<file path="config.mk">
export PLATFORM = sky130hd
export DESIGN_NAME = pipe_buf
export DESIGN_NICKNAME = d
export VERILOG_FILES = /design/src/rtl/pipe_buf_pkg.sv /design/src/rtl/pipe_buf_stage.sv /design/src/rtl/pipe_buf.sv
export SDC_FILE = /design/constraint.sdc
export NUM_CORES = 1
export LEC_CHECK = 0
export ABC_AREA = 1
export CORE_MARGIN = 8
export CORE_UTILIZATION = 54
export DETAILED_ROUTE_END_ITERATION = 10
export GPL_ROUTABILITY_DRIVEN = 1
export PLACE_DENSITY = 0.87
export SLEW_MARGIN = 20
export SYNTH_ARGS = -nofsm -noshare
export SYNTH_HDL_FRONTEND = slang
export SYNTH_SLANG_ARGS = --single-unit
export TNS_END_PERCENT = 50
</file>
<file path="constraint.sdc">
create_clock -name clk -period 1.8 [get_ports clk]
set_input_delay 0.27 -clock clk [delete_from_list [all_inputs] [get_ports clk]]
set_output_delay 0.27 -clock clk [all_outputs]
set_load 0.1 [all_outputs]
</file>
<file path="src/rtl/pipe_buf_pkg.sv">
// Shared types and constants for the pipe_buf elastic buffer and its stages.
package pipe_buf_pkg;

  localparam int MAX_STAGES = 8;

  typedef enum logic [1:0] {
    EMPTY = 2'd0,
    ONE   = 2'd1,
    TWO   = 2'd2
  } stage_state_e;

  function automatic logic [1:0] state_count(stage_state_e s);
    case (s)
      ONE:     state_count = 2'd1;
      TWO:     state_count = 2'd2;
      default: state_count = 2'd0;
    endcase
  endfunction

endpackage

</file>
<file path="src/rtl/pipe_buf_stage.sv">
// One elastic stage: main + skid register, ready registered so out_ready never reaches in_ready.
module pipe_buf_stage
  import pipe_buf_pkg::*;
#(
  parameter int               WIDTH       = 32,
  parameter logic [WIDTH-1:0] RESET_VALUE = '0
) (
  input  logic             clk,
  input  logic             reset,
  input  logic             flush,
  input  logic             in_valid,
  output logic             in_ready,
  input  logic [WIDTH-1:0] in_data,
  output logic             out_valid,
  input  logic             out_ready,
  output logic [WIDTH-1:0] out_data,
  output logic [1:0]       count
);

  stage_state_e     state_q, state_d;
  logic [WIDTH-1:0] main_q, main_d;
  logic [WIDTH-1:0] skid_q, skid_d;
  logic             rdy_q, rdy_d;
  logic             push, pop;

  assign in_ready  = rdy_q;
  assign out_valid = (state_q != EMPTY);
  assign out_data  = main_q;
  assign count     = state_count(state_q);

  assign push = in_valid & rdy_q;
  assign pop  = out_valid & out_ready;

  always_comb begin
    state_d = state_q;
    main_d  = main_q;
    skid_d  = skid_q;
    if (flush) begin
      // valid state only; payload registers keep their contents
      state_d = EMPTY;
    end else begin
      case (state_q)
        EMPTY: if (push) begin
          main_d  = in_data;
          state_d = ONE;
        end
        ONE: begin
          if (push && pop) begin
            main_d = in_data;
          end else if (push) begin
            skid_d  = in_data;
            state_d = TWO;
          end else if (pop) begin
            state_d = EMPTY;
          end
        end
        TWO: if (pop) begin
          main_d  = skid_q;
          state_d = ONE;
        end
        default: state_d = EMPTY;
      endcase
    end
    rdy_d = (state_d != TWO);
  end

  always_ff @(posedge clk or negedge reset) begin
    if (!reset) begin
      state_q <= EMPTY;
      main_q  <= RESET_VALUE;
      skid_q  <= RESET_VALUE;
      rdy_q   <= 1'b0;
    end else begin
      state_q <= state_d;
      main_q  <= main_d;
      skid_q  <= skid_d;
      rdy_q   <= rdy_d;
    end
  end

endmodule

</file>
<file path="src/rtl/pipe_buf.sv">
// Chain of STAGES elastic stages; occupancy is the sum of the per-stage entry counts.
module pipe_buf
  import pipe_buf_pkg::*;
#(
  parameter int               WIDTH       = 32,
  parameter int               STAGES      = 1,
  parameter logic [WIDTH-1:0] RESET_VALUE = '0
) (
  input  logic                             clk,
  input  logic                             reset,
  input  logic                             flush,
  input  logic                             in_valid,
  output logic                             in_ready,
  input  logic [WIDTH-1:0]                 in_data,
  output logic                             out_valid,
  input  logic                             out_ready,
  output logic [WIDTH-1:0]                 out_data,
  output logic [$clog2(2*STAGES+1)-1:0]    occupancy
);

  localparam int OCC_W = $clog2(2*STAGES+1);

  logic [STAGES:0]              vld_chain;
  logic [STAGES:0]              rdy_chain;
  logic [STAGES:0][WIDTH-1:0]   dat_chain;
  logic [STAGES-1:0][1:0]       stage_cnt;

  assign vld_chain[0]      = in_valid;
  assign dat_chain[0]      = in_data;
  assign in_ready          = rdy_chain[0];
  assign rdy_chain[STAGES] = out_ready;
  assign out_valid         = vld_chain[STAGES];
  assign out_data          = dat_chain[STAGES];

  for (genvar i = 0; i < STAGES; i++) begin : g_stage
    pipe_buf_stage #(
      .WIDTH       (WIDTH),
      .RESET_VALUE (RESET_VALUE)
    ) u_stage (
      .clk       (clk),
      .reset     (reset),
      .flush     (flush),
      .in_valid  (vld_chain[i]),
      .in_ready  (rdy_chain[i]),
      .in_data   (dat_chain[i]),
      .out_valid (vld_chain[i+1]),
      .out_ready (rdy_chain[i+1]),
      .out_data  (dat_chain[i+1]),
      .count     (stage_cnt[i])
    );
  end

  always_comb begin
    occupancy = '0;
    for (int i = 0; i < STAGES; i++) begin
      occupancy = occupancy + OCC_W'(stage_cnt[i]);
    end
  end

endmodule

</file>
==> results of run 1 <==
[state kept, by name (all words and copies together) (netlist names)]
signal,flops
g_stage.u_stage.in_ready,1
g_stage.u_stage.out_data,32
g_stage.u_stage.state_q,2
g_stage.u_stage.skid_q,32
[timing repair]
action,CTS,global route
setup endpoints to repair,1,1
resized for setup,1,1
gates cloned,0,0
hold buffers,1,0
endpoints found under the hold margin,16,0
[metal layers]
metal,part of all wire,vias up
met5,0,-
met4,0.019,0
met3,0.074,17
met2,0.51,136
met1,0.39,1445
li1,-,1454
[area by class of cell]
class                   count  area, sq um
clock inverters             4        72.57
fillers                   466         1619
well taps                  75        93.84
multi-input cells         306         1323
clock buffers              12        155.1
repair buffers             89        843.3
inverters                   8        30.03
flip-flops and latches     67         1679
[worst max-delay path by stage]
stage	cells past startpoint	endpoint	slack [ns]
6_report	4	occupancy[1]	0.15
3_3_place_gp	7	g_stage[0].u_stage.out_data[14]	0.20
3_5_place_dp	7	g_stage[0].u_stage.out_data[23]	0.16
2_1_floorplan	6	g_stage[0].u_stage.out_data[0]	0.17
4_1_cts	3	occupancy[1]	0.02
5_1_grt	4	occupancy[1]	0.09
[worst max-delay path, delay by kind of cell (launching register included)]
family	cells	cell delay (ns)
buffers and inverters	3	0.46
and+or+nand+nor	1	0.14
DFF	1	0.43
[synth_stat cells]
cell type / count
clkbuf_1: 5
buf_6: 7
inv_1: 6
nand3_1: 96
a21oi_1: 1
inv_2: 2
dfrtp_1: 67
nor2_1: 4
buf_4: 3
buf_2: 12
nand2_2: 4
o21ai_1: 1
a21oi_4: 1
nor2_2: 1
nor2_4: 2
buf_1: 1
nand2_1: 195
o211ai_1: 1
[where the power goes]
group / internal, mW / total [mW] / switching [mW]
Sequential: 1.83 / 2.02 / 0.194
Combinational: 0.451 / 1.92 / 1.47
Clock: 0.854 / 1.42 / 0.571
Total: 3.13 / 5.36 / 2.23
[logic make-up after synthesis]
logic type | after synthesis | share of synthesized area
and+or+nand+nor | 302 | 0.3997
DFF | 67 | 0.5230
AOI/OAI and AO/OA | 4 | 0.01054
buffers and inverters | 36 | 0.06675
==> run_results.csv, run 1 <==
group,metric,value,unit
power,power,5.363,mW
power,ir_worst_vdd,0.8678,mV
timing,timing.hold.ws,0.3914,ns
worst_setup_path,cp_max_fo,17,
global_routing,grt.total_usage,0.2109,
global_routing,grt_max_degree,52,
global_routing,grt_pass1_wl,14700,microns
detailed_routing,vias,3052,
worst_setup_path,crit_required,1.53,ns
detailed_routing,drc_errors,0,
floorplanning,rows,28,
floorplanning,start_util,0.5512,
synth,ys_seq_area_frac,0.5230,
min_path,min_path_type,"in -> async",
worst_setup_path,max_stage_delay,0.43,ns
global_routing,grt_antenna_before_repair,0,
cells_and_area,post-route-util,0.7216,
synth,synthDistinctLibCells,18,
cells_and_area,mostFrequentLayoutCells,"195 x nand2_1, 96 x nand3_1, 65 x dfrtp_1, 45 x buf_4, 35 x clkdlybuf4s50_1",
clocking,cts_made_buffers,9,
timing,tightest_slew,0.4171,ns
clocking,clkSlewWorstSetupHoldPaths,0.07,ns
floorplanning,dieArea,0.008657,sq mm
status,outcome,"completed",
cells_and_area,design.final.nets,518,
worst_setup_path,worstPathArrival,1.38,ns
clocking,cts.sinks,67,
global_routing,met1_usage,0.2444,
detailed_routing,routed_wirelength,8556,microns
detailed_routing,drt_first_pass_iters,5,
floorplanning,coreArea,0.005816,sq mm
synth,synth_top_area_share,0.5230,
timing,final_max_slew_viol_count,0,
worst_setup_path,path_cells,"inv_2 > nand2_4 > inv_1 > buf_12",
timing,final.min_clock_period,1.647,ns
worst_setup_path,r2r-start,"g_stage[0].u_stage.state_q[1]",
worst_setup_path,slowest_stage,"dfrtp_1",
timing,post-route-worst-setup-slack,0.1532,ns
detailed_routing,drt_first_iter_violations,234,
worst_setup_path,start_kind,"flip-flop",
detailed_routing,antenna_left,0,
placed_design,dp_hpwl,5801,microns
global_routing,grt-ovfl-total,0,
worst_setup_path,r2r_slack,0.41,ns
synth,syn-num-nets,446,
clocking,clock_path_buffers,2,
run,drv_cap,0,
floorplanning,die_x,93.05,microns
detailed_routing,viasPerCell,5.440,
timing,rsz0062_at_grt,"false",
cells_and_area,stdcell_count,561,
worst_setup_path,critPathLaunch,"g_stage[0].u_stage.state_q[0]",
cells_and_area,fin_area,0.004197,sq mm
clocking,clock-root-buffer,"clkbuf_8",
placed_design,place_area,0.003953,sq mm
worst_setup_path,path_class,"reg -> out",
synth,synth-seq-cells,67,
cells_and_area,synthToLayoutAreaGrowth,30.91,%
detailed_routing,wire_per_inst,15.25,microns
floorplanning,ios,73,
worst_setup_path,r2r_end,"g_stage[0].u_stage.out_data[10]",
worst_setup_path,reg2reg_depth,6,
global_routing,grt_use_met3,0.05208,
placed_design,routabilityCongestion,0.8119,
synth,synth_area,0.003206,sq mm
global_routing,busiest_layer,"met2",
global_routing,met2_usage,0.3598,
synth,yosys_warnings,0,
placed_design,port_buffers,72,
timing,setup_viol,0,
power,powerDensity,1278,mW/mm^2
clocking,tritoncts,"yes",
power,power_leakage,2.280,nW
floorplanning,die_h,93.05,microns
timing,fmax,0.6072,GHz
cells_and_area,final_common_cell,"nand2_1",
timing,post-route-period-util,0.9149,
synth,avgSynthCellArea,7.838,sq um
synth,synthTopCellsByArea,"dfrtp_1 52%, nand2_1 23%, nand3_1 15%",
timing,finalClockSkew,0.007949,ns
clocking,cts_setup_buffers,0,
worst_setup_path,crit_path_end_kind,"output port",
clocking,clkLatencyLatePin,0.34,ns
placed_design,placed_cells,544,
cells_and_area,drive_gt1_frac,0.1667,
synth,yosys.area.top_type,"dfrtp_1",
timing,hold_viol_final,0,
global_routing,grt_pass1_vias,3124,
synth,netlist_instances,409,
placed_design,place_ws,0.1567,ns
cells_and_area,diodes,0,
timing,setup_tns,0,ns
clocking,h-tree-depth,3,
timing,relSlewSlack,0.7219,
No activity file was read; power rests on OpenSTA's default activity.
==> run 2, diff against run 1 <==
--- a/config.mk
+++ b/config.mk
@@ -6,8 +6,10 @@
 export NUM_CORES = 1
 export LEC_CHECK = 0
 export ABC_AREA = 1
+export CELL_PAD_IN_SITES_DETAIL_PLACEMENT = 0
+export CELL_PAD_IN_SITES_GLOBAL_PLACEMENT = 2
 export CORE_MARGIN = 8
-export CORE_UTILIZATION = 54
+export CORE_UTILIZATION = 31
 export DETAILED_ROUTE_END_ITERATION = 10
 export GPL_ROUTABILITY_DRIVEN = 1
 export PLACE_DENSITY = 0.87
==> run 2 against run 1 <==
  * Cell area rose by 3.6%
  * Non-clock buffer count fell by 2
  * Power fell by 1.7%
  * Clock skew rose by 0.0025 ns
  * Combinational power rose by 4%
  * Sequential share of layout area fell by 1.4 points
  * First-iteration DRC count fell by 37%
  * Worst setup slack got worse by 0.024 ns
  * Core utilization fell by 29 points
  * Critical path depth did not move
  * Maximum frequency fell by 1.5%
  * Register-to-register slack improved by 0.03 ns
==> run_results.csv, run 2 (synthesis gave the netlist of run 1 again) <==
group,metric,value,unit
floorplanning,ios,73,
timing,post-route-period-util,0.9285,
detailed_routing,viasPerCell,4.645,
clocking,cts_made_buffers,9,
worst_setup_path,path_class,"reg -> out",
detailed_routing,met2_length,4515,microns
placed_design,place_area,0.004134,sq mm
worst_setup_path,start_kind,"flip-flop",
placed_design,dp_hpwl,5933,microns
timing,setup_viol,0,
clocking,cts.sinks,67,
global_routing,grt_antenna_before_repair,0,
floorplanning,coreArea,0.01018,sq mm
cells_and_area,mostFrequentLayoutCells,"195 x nand2_1, 96 x nand3_1, 65 x dfrtp_1, 35 x clkdlybuf4s50_1, 35 x buf_4",
global_routing,grt-ovfl-total,0,
timing,final_max_slew_viol_count,0,
power,ir_worst_vdd,0.7183,mV
worst_setup_path,crit_required,1.53,ns
cells_and_area,final_common_cell,"nand2_1",
floorplanning,die_h,117.7,microns
timing,relSlewSlack,0.7506,
detailed_routing,wire_per_inst,15.06,microns
detailed_routing,vias,2875,
clocking,h-tree-depth,3,
clocking,clock-root-buffer,"clkbuf_8",
power,powerDensity,1213,mW/mm^2
placed_design,placed_cells,603,
status,outcome,"completed",
global_routing,grt_pass1_vias,3008,
worst_setup_path,worstPathArrival,1.40,ns
timing,finalClockSkew,0.01043,ns
min_path,min_path_type,"in -> async",
placed_design,port_buffers,72,
global_routing,grt_pass1_wl,15690,microns
clocking,tritoncts,"yes",
detailed_routing,drt_first_iter_violations,147,
timing,setup_tns,0,ns
detailed_routing,wl_met3,361,microns
cells_and_area,fin_area,0.004349,sq mm
cells_and_area,diodes,0,
worst_setup_path,crit_path_end_kind,"output port",
floorplanning,dieArea,0.01385,sq mm
cells_and_area,synthToLayoutAreaGrowth,35.68,%
worst_setup_path,cp_max_fo,12,
power,power_leakage,2.298,nW
clocking,clkLatencyLatePin,0.35,ns
detailed_routing,drt_first_pass_iters,4,
global_routing,grt_max_degree,68,
global_routing,grt.total_usage,0.1400,
timing,final.min_clock_period,1.671,ns
timing,fmax,0.5984,GHz
floorplanning,die_x,117.7,microns
detailed_routing,drc_errors,0,
detailed_routing,antenna_left,0,
power,power,5.274,mW
floorplanning,rows,37,
cells_and_area,design.final.nets,516,
detailed_routing,top_layer,"met4",
run,drv_cap,0,
cells_and_area,drive_gt1_frac,0.1594,
cells_and_area,stdcell_count,619,
timing,tightest_slew,0.3740,ns
floorplanning,start_util,0.3147,
detailed_routing,wl_met1,4300,microns
detailed_routing,routed_wirelength,9325,microns
clocking,clkSlewWorstSetupHoldPaths,0.07,ns
timing,hold_viol_final,0,
clocking,clock_path_buffers,2,
timing,rsz0062_at_grt,"false",
placed_design,routabilityCongestion,0.7996,
==> run 2: changes by cell type in the layout (fill, tap and decap cells not counted), sizes merged <==
cell      change
clkinv        +1
clkinvlp      -1
bufinv        -1
buf           -2
clkbuf        +1
inv           -1
==> run 2: cell type report <==
cell class              instances  area (sq um)
clock inverters                 2         35.03
fillers                      1062          5836
multi-input cells             306          1328
well taps                     136         170.2
clock buffers                  13         158.9
repair buffers                 87         943.4
inverters                       8         35.03
flip-flops and latches         67          1679
==> run 2: where the power goes <==
part | internal (mW) | leakage (nW) | total, mW | switching (mW)
Clock | 0.707 | 0.0995 | 1.26 | 0.552
Combinational | 0.531 | 1.36 | 1.99 | 1.46
Sequential | 1.83 | 0.838 | 2.02 | 0.197
==> run 2: worst paths after layout <==
path                                               startpoint                              end  slack (ns)  cells past startpoint
worst max-delay path            g_stage[0].u_stage.state_q[0]                     occupancy[1]        0.13                      4
worst min-delay path                                    reset  g_stage[0].u_stage.out_data[28]        0.45                      3
worst max register to register  g_stage[0].u_stage.state_q[1]  g_stage[0].u_stage.out_data[22]        0.44                      6
worst min register to register  g_stage[0].u_stage.skid_q[16]    g_stage[0].u_stage.skid_q[16]        0.47                      2
max in group asynchronous                               reset     g_stage[0].u_stage.skid_q[1]        1.04                      3
min in group clk                g_stage[0].u_stage.skid_q[16]    g_stage[0].u_stage.skid_q[16]        0.47                      2
==> run 2: worst max-delay path: stages (launching register included) <==
cell and delay, ns:
dfrtp_2 0.45, clkinv_4 0.13, nand2_4 0.13, inv_1 0.16, buf_12 0.19
==> run 2: per-layer routing <==
metal	vias to the layer above	GRT usage
met5	-	0
met4	0	0.05364
met3	14	0.03357
met2	62	0.2351
met1	1354	0.1698
li1	1445	-
==> run 2: what timing repair did <==
action / CTS / global route
resized for setup: 2 / 2
buffers inserted: 0 / 0
hold endpoints to repair: 67 / 0
pin swaps: 0 / 0
endpoints found under the setup margin: 1 / 1
hold buffers: 1 / 0
==> run 2: through the flow <==
stage / hold WS, ns / util / setup WS [ns]
floorplan: -0.02559 / - / 0.1743
global placement: 0.3127 / 0.4059 / 0.1744
global route: 0.4718 / 0.4270 / 0.04725
detailed placement: 0.3152 / 0.4059 / 0.1494
CTS: 0.4696 / 0.4267 / 0.04356
finish: 0.4485 / 0.4270 / 0.1287
